===== src/rtl/radix4_mult_pkg.sv =====
// Shared constants and tag type for the radix-4 multiplier and its arbiter.
package radix4_mult_pkg;

    localparam int OP_W     = 32;
    localparam int RES_W    = 64;
    localparam int MAX_ID_W = 3;

    // Requester tag carried alongside each operation through the multiplier.
    typedef struct packed {
        logic                valid;
        logic [MAX_ID_W-1:0] id;
    } mult_tag_t;

endpackage


===== src/rtl/radix4_mult.sv =====
// Unsigned 32x32 multiplier using radix-4 Booth recoding, followed by LAT
// register stages. C is the product of A/B sampled LAT edges earlier.
module radix4_mult
    import radix4_mult_pkg::*;
#(
    parameter int LAT = 2
) (
    input  logic             CLK,
    input  logic             rst_n,
    input  logic [OP_W-1:0]  A,
    input  logic [OP_W-1:0]  B,
    output logic [RES_W-1:0] C
);

    // Operand zero-extended by two bits so the top digit is never negative.
    localparam int NDIG = (OP_W + 2) / 2;

    logic [OP_W+2:0]  bext;
    logic [2:0]       trip;
    logic [RES_W-1:0] mag;
    logic [RES_W-1:0] pp;
    logic [RES_W-1:0] prod;
    logic             neg;
    logic [RES_W-1:0] pipe [LAT];

    // Booth digits in {-2..+2}; partial products summed modulo 2^64, which is
    // exact because the true unsigned product always fits in 64 bits.
    always_comb begin
        bext = {2'b00, B, 1'b0};
        trip = '0;
        mag  = '0;
        pp   = '0;
        neg  = 1'b0;
        prod = '0;
        for (int unsigned j = 0; j < NDIG; j++) begin
            trip = bext[2*j +: 3];
            neg  = trip[2];
            case (trip)
                3'b001, 3'b010, 3'b101, 3'b110: mag = RES_W'(A);
                3'b011, 3'b100:                 mag = RES_W'(A) << 1;
                default:                        mag = '0;
            endcase
            pp   = neg ? (~mag + 1'b1) : mag;
            prod = prod + (pp << (2 * j));
        end
    end

    // Product pipeline; stage 0 samples the freshly computed product.
    always_ff @(posedge CLK or negedge rst_n) begin
        if (!rst_n) begin
            for (int unsigned i = 0; i < LAT; i++) begin
                pipe[i] <= '0;
            end
        end else begin
            pipe[0] <= prod;
            for (int unsigned i = 1; i < LAT; i++) begin
                pipe[i] <= pipe[i-1];
            end
        end
    end

    assign C = pipe[LAT-1];

endmodule


===== src/rtl/rr_arbiter.sv =====
// Round-robin grant: searches from last_id+1 upward, wrapping, and
// remembers the last granted index so every requester gets its turn.
module rr_arbiter #(
    parameter int NREQ = 4,
    parameter int ID_W = $clog2(NREQ)
) (
    input  logic            CLK,
    input  logic            rst_n,
    input  logic            en,
    input  logic [NREQ-1:0] req,
    output logic [NREQ-1:0] gnt,
    output logic [ID_W-1:0] gnt_id,
    output logic            gnt_valid
);

    logic [ID_W-1:0] last_id;
    int unsigned     idx;

    // First valid requester after the pointer, one-hot; nothing while disabled.
    always_comb begin
        gnt       = '0;
        gnt_id    = '0;
        gnt_valid = 1'b0;
        idx       = 0;
        if (en) begin
            for (int unsigned off = 1; off <= NREQ; off++) begin
                idx = (int'(last_id) + off) % NREQ;
                if (!gnt_valid && req[idx]) begin
                    gnt_valid = 1'b1;
                    gnt_id    = ID_W'(idx);
                    gnt[idx]  = 1'b1;
                end
            end
        end
    end

    // Pointer advances only when a grant actually transfers.
    always_ff @(posedge CLK or negedge rst_n) begin
        if (!rst_n) begin
            last_id <= ID_W'(NREQ - 1);
        end else if (gnt_valid) begin
            last_id <= gnt_id;
        end
    end

endmodule


===== src/rtl/radix4_mult_arbiter.sv =====
// Shares one radix4_mult among NREQ requesters: round-robin issue of one
// operand pair per cycle, with a tag pipeline that routes each product back
// to its owner on the shared response bus.
module radix4_mult_arbiter
    import radix4_mult_pkg::*;
#(
    parameter int NREQ     = 4,
    parameter int MULT_LAT = 2,
    parameter int ID_W     = $clog2(NREQ)
) (
    input  logic                 CLK,
    input  logic                 rst_n,
    input  logic [NREQ-1:0]      req_valid,
    output logic [NREQ-1:0]      req_ready,
    input  logic [NREQ*OP_W-1:0] req_a,
    input  logic [NREQ*OP_W-1:0] req_b,
    input  logic                 drain,
    output logic                 busy,
    output logic                 rsp_valid,
    output logic [ID_W-1:0]      rsp_id,
    output logic [RES_W-1:0]     rsp_c
);

    logic [NREQ-1:0]  gnt;
    logic [ID_W-1:0]  gnt_id;
    logic             gnt_valid;
    logic             arb_en;
    logic [OP_W-1:0]  op_a;
    logic [OP_W-1:0]  op_b;
    logic [RES_W-1:0] mult_c;
    mult_tag_t        tag_in;
    mult_tag_t        tag_q [MULT_LAT+1];
    mult_tag_t        tag_out;

    assign arb_en    = ~drain;
    assign req_ready = gnt;

    rr_arbiter #(
        .NREQ (NREQ),
        .ID_W (ID_W)
    ) u_arb (
        .CLK       (CLK),
        .rst_n     (rst_n),
        .en        (arb_en),
        .req       (req_valid),
        .gnt       (gnt),
        .gnt_id    (gnt_id),
        .gnt_valid (gnt_valid)
    );

    // Granted operands are captured; idle cycles feed zeros to the multiplier.
    always_ff @(posedge CLK or negedge rst_n) begin
        if (!rst_n) begin
            op_a <= '0;
            op_b <= '0;
        end else if (gnt_valid) begin
            op_a <= req_a[int'(gnt_id)*OP_W +: OP_W];
            op_b <= req_b[int'(gnt_id)*OP_W +: OP_W];
        end else begin
            op_a <= '0;
            op_b <= '0;
        end
    end

    radix4_mult #(
        .LAT (MULT_LAT)
    ) u_mult (
        .CLK   (CLK),
        .rst_n (rst_n),
        .A     (op_a),
        .B     (op_b),
        .C     (mult_c)
    );

    // Tag entering stage 0 mirrors the grant made this cycle.
    always_comb begin
        tag_in       = '0;
        tag_in.valid = gnt_valid;
        tag_in.id    = MAX_ID_W'(gnt_id);
    end

    // Tag shift register, one stage per operand/multiplier register.
    always_ff @(posedge CLK or negedge rst_n) begin
        if (!rst_n) begin
            for (int unsigned i = 0; i <= MULT_LAT; i++) begin
                tag_q[i] <= '0;
            end
        end else begin
            tag_q[0] <= tag_in;
            for (int unsigned i = 1; i <= MULT_LAT; i++) begin
                tag_q[i] <= tag_q[i-1];
            end
        end
    end

    assign tag_out = tag_q[MULT_LAT];

    // Response register; id and product hold between pulses.
    always_ff @(posedge CLK or negedge rst_n) begin
        if (!rst_n) begin
            rsp_valid <= 1'b0;
            rsp_id    <= '0;
            rsp_c     <= '0;
        end else begin
            rsp_valid <= tag_out.valid;
            if (tag_out.valid) begin
                rsp_id <= tag_out.id[ID_W-1:0];
                rsp_c  <= mult_c;
            end
        end
    end

    // Busy while any tag is in flight or a response is being presented.
    always_comb begin
        busy = rsp_valid;
        for (int unsigned i = 0; i <= MULT_LAT; i++) begin
            busy = busy | tag_q[i].valid;
        end
    end

endmodule

===== config.mk =====
export PLATFORM = sky130hd
export DESIGN_NAME = radix4_mult_arbiter
export DESIGN_NICKNAME = d
export VERILOG_FILES = /design/src/rtl/radix4_mult_pkg.sv /design/src/rtl/radix4_mult.sv /design/src/rtl/rr_arbiter.sv /design/src/rtl/radix4_mult_arbiter.sv
export SDC_FILE = /design/constraint.sdc
export NUM_CORES = 2
export LEC_CHECK = 0
export ABC_AREA = 1
export CAP_MARGIN = 10
export CORE_AREA = 2 2 409 289
export CTS_BUF_LIST = sky130_fd_sc_hd__clkbuf_16
export DETAILED_ROUTE_END_ITERATION = 16
export DIE_AREA = 0 0 411 291
export PLACE_DENSITY = 0.73
export SLEW_MARGIN = 20
export SYNTH_ARGS = -nofsm -noshare
export SYNTH_HDL_FRONTEND = slang
export SYNTH_SLANG_ARGS = --single-unit

===== constraint.sdc =====
create_clock -name CLK -period 25.4 [get_ports CLK]
set_clock_uncertainty 0.1 [all_clocks]
set_input_delay 5.08 -clock CLK [delete_from_list [all_inputs] [get_ports CLK]]
set_output_delay 5.08 -clock CLK [all_outputs]
set_load 0.05 [all_outputs]

==> results.sh <==
export IMPL_max_stage_delay_ns=0.79
export IMPL_yosysWarnings=0
export IMPL_grt_pass1_vias=46700
export IMPL_timing_critical_path_buf_inv=5
export IMPL_maxSlewViolCount=0
export IMPL_seq_area_frac_synth=0.1306
export IMPL_finalSetupTns_ns=0
export IMPL_ctsLongestPathBuffers=3
export IMPL_final_period_utilization=0.5089
export IMPL_detail_route_wl_per_cell_um=23.77
export IMPL_critPathLaunch="req_valid[3]"
export IMPL_cap_viol_max_count=0
export IMPL_htreeDepth=1
export IMPL_numCtsBuffers=27
export IMPL_cts_sinks=270
export IMPL_tritoncts="yes"
export IMPL_syn_inst=7102
export IMPL_hold_buffers=0
export IMPL_crit_fanout=5
export IMPL_drt_wl_total_um=209300
export IMPL_grt_overflow=0
export IMPL_coreArea_mm2=0.1161
export IMPL_drcViolationCount=0
export IMPL_synth_edf_count=0
export IMPL_grt_antenna_before_repair=5
export IMPL_status="finished clean"
export IMPL_place_hpwl_um=170100
export IMPL_syn_avg_cell_area_um2=7.289
export IMPL_cpMostUsedCell="inv_1"
export IMPL_fin_cells=8804
export IMPL_grt_max_degree=104
export IMPL_nets=8313
export IMPL_crit_cells=13
export IMPL_timing_rr_start="op_b[13]$_DFF_PN0_"
export IMPL_worst_r2r_cell_count=45
export IMPL_finalSetupViolCount=0
export IMPL_async_flop_share=1.000
export IMPL_place_area_mm2=0.05618
export IMPL_gp_congestion=1.019
export IMPL_hold_viol=0
export IMPL_grt_util_all_layers=0.3433
export IMPL_hold_depth=0
export IMPL_start_util=0.4457
export IMPL_crit_family="buffers and inverters"
export IMPL_postRouteAntennaNets=0
export IMPL_first_iter_violations=6318
export IMPL_die_w_um=411
export IMPL_hold_ws_ns=0.2196
export IMPL_path_class="input pin to output port"
export IMPL_period_minus_slack_ns=12.93
export IMPL_ys_ff_latch=270
export IMPL_max_slew_margin_rel=0.2805
export IMPL_fp_row_count=105
export IMPL_arrival_ns=7.75
export IMPL_ioPinCount=335
export IMPL_cp_slowest_cell="clkdlybuf4s50_1"
export IMPL_fmax_mhz=77.36
export IMPL_drive_above_1_share=0.06788
export IMPL_insertion_delay_ns=0.63
export IMPL_cts_resized=0
export IMPL_synth_fp_nets=8187
export IMPL_design_area_mm2=0.05712
export IMPL_nFillCells=11530
export IMPL_endpoint_kind="output port"
export IMPL_die_area_mm2=0.1196
export IMPL_die_y_um=291
export IMPL_firstDrtPassIters=9
export IMPL_synth_cell_types=80
export IMPL_hp_class="flip-flop to flip-flop"
export IMPL_required_ns=20.22
export IMPL_synth_cell_area_mm2=0.05177
export IMPL_clkSlewWorstSetupHoldPaths_ns=0.06
export IMPL_max_slew_worst_pin_slew_ns=1.079
export IMPL_place_inst=8750
export IMPL_final_common_cell="nand2_1"
export IMPL_via_per_inst=5.594
export IMPL_start_kind="input pin"
export IMPL_root_buffer="clkbuf_16"
export IMPL_portBuffers=334
export IMPL_worstHoldStart="u_mult.pipe[86]$_DFF_PN0_"
export IMPL_post_cts_buffers=0
export IMPL_rsz0062_at_grt="false"
export IMPL_cp_cell_sequence="clkdlybuf4s50_1 > nand2_1 > o21ai_0 > mux2i_1 > nand3_1 > nor2_1 > inv_1 > nor2_1 > inv_1 > o21ai_0 > nand2_1 > inv_1 > clkdlybuf4s50_1"
export IMPL_syn2layout_area_growth_pct=10.34
export IMPL_mostFrequentLayoutCells="1512 x nand2_1, 1269 x inv_1, 737 x nor2_1"
export IMPL_num_vias=49250
export IMPL_synth_flop_cell="dfrtp_1"
export IMPL_grt_first_pass_wirelength_um=305100
[path summary, 6_finish.rpt]
| check | end | slack [ns] |
|---|---|---|
| setup / recovery | req_ready[3] | 12.47 |
| hold / removal | u_mult.C[22]$_DFF_PN0_ | 0.22 |
| setup reg to reg | u_mult.pipe[125]$_DFF_PN0_ | 14.55 |
| hold reg to reg | u_mult.C[22]$_DFF_PN0_ | 0.22 |
| max in group asynchronous | rsp_c[55]$_DFFE_PN0P_ | 18.82 |
| min in group asynchronous | u_mult.pipe[67]$_DFF_PN0_ | 4.28 |
[metal layers]
metal | track usage | part of all wire
met1 | 0.5070 | 0.43
met2 | 0.4630 | 0.38
met3 | 0.1294 | 0.16
met4 | 0.09193 | 0.032
met5 | 0 | 0.00014
[cell usage after synthesis, types with 10 or more instances]
library cell | number | share of area
nand2_1 | 1515 | 0.11
inv_1 | 1272 | 0.092
nor2_1 | 737 | 0.053
fa_1 | 667 | 0.26
xor2_1 | 365 | 0.062
o21ai_0 | 325 | 0.031
dfrtp_1 | 268 | 0.13
nand3_1 | 201 | 0.019
xnor2_1 | 189 | 0.032
a21oi_1 | 181 | 0.017
ha_1 | 155 | 0.037
clkbuf_1 | 142 | 0.010
a31oi_1 | 112 | 0.014
o21ai_1 | 110 | 0.011
buf_2 | 84 | 0.0081
o22ai_1 | 80 | 0.0097
mux2_2 | 66 | 0.014
buf_1 | 54 | 0.0039
inv_2 | 50 | 0.0036
nor3_1 | 50 | 0.0048
a22oi_1 | 48 | 0.0070
nand4_1 | 45 | 0.0054
nand2_2 | 41 | 0.0050
nor2_2 | 30 | 0.0036
o31ai_1 | 27 | 0.0039
a21oi_2 | 23 | 0.0039
buf_6 | 23 | 0.0050
buf_4 | 21 | 0.0030
nor3_2 | 16 | 0.0031
nand3_2 | 15 | 0.0029
o21ai_2 | 15 | 0.0025
nor4_1 | 14 | 0.0017
a22oi_2 | 13 | 0.0031
nand3b_1 | 10 | 0.0015
[stage by stage]
| step | utilization | worst slack [ns] |
|---|---|---|
| after floorplan | - | 13.79 |
| after global placement | 0.4837 | 12.41 |
| after detailed placement | 0.4838 | 12.53 |
| after CTS | 0.4916 | 12.52 |
| after global routing | 0.4917 | 12.22 |
| final | 0.4918 | 12.47 |
[worst register-to-register path, delay by kind of cell (launching register included)]
family / cells / cell delay, ns
adders and majority gates: 8 / 3.72
DFF: 1 / 0.36
buffers and inverters: 13 / 2.03
AOI/OAI and AO/OA: 3 / 0.63
and+or+nand+nor: 19 / 3.59
xor gates and xnor gates: 2 / 0.32
[final cells by class]
cell class              instances  area, um^2  area share
inverters                    1331        5015     0.08780
well taps                    1551        1941     0.03398
clock buffers                  27       675.6     0.01183
diodes                          5       12.51   0.0002191
clock inverters                22       236.5    0.004140
flip-flops and latches        270        6782      0.1187
repair buffers                421        4001     0.07006
multi-input cells            5177       38450      0.6732
[kinds of logic after synthesis]
kind of cell               share of synthesized area
DFF                                           0.1306
and+or+nand+nor                               0.2222
adders and majority gates                     0.2954
xor gates and xnor gates                     0.09373
muxes                                        0.01455
buffers and inverters                         0.1272
AOI/OAI and AO/OA                             0.1163
[flip-flops by register name, indices dropped and copies added (netlist names)]
name / cells
rsp_id: 2
tag_q: 6
op_a: 32
rsp_valid: 1
u_mult.pipe: 64
tag_out: 3
rsp_c: 64
u_arb.last_id: 2
op_b: 32
u_mult.C: 64
Power is left out: the tool's default activity adds up to more than one toggle a clock period on the data nets, which glitch-free logic cannot reach.
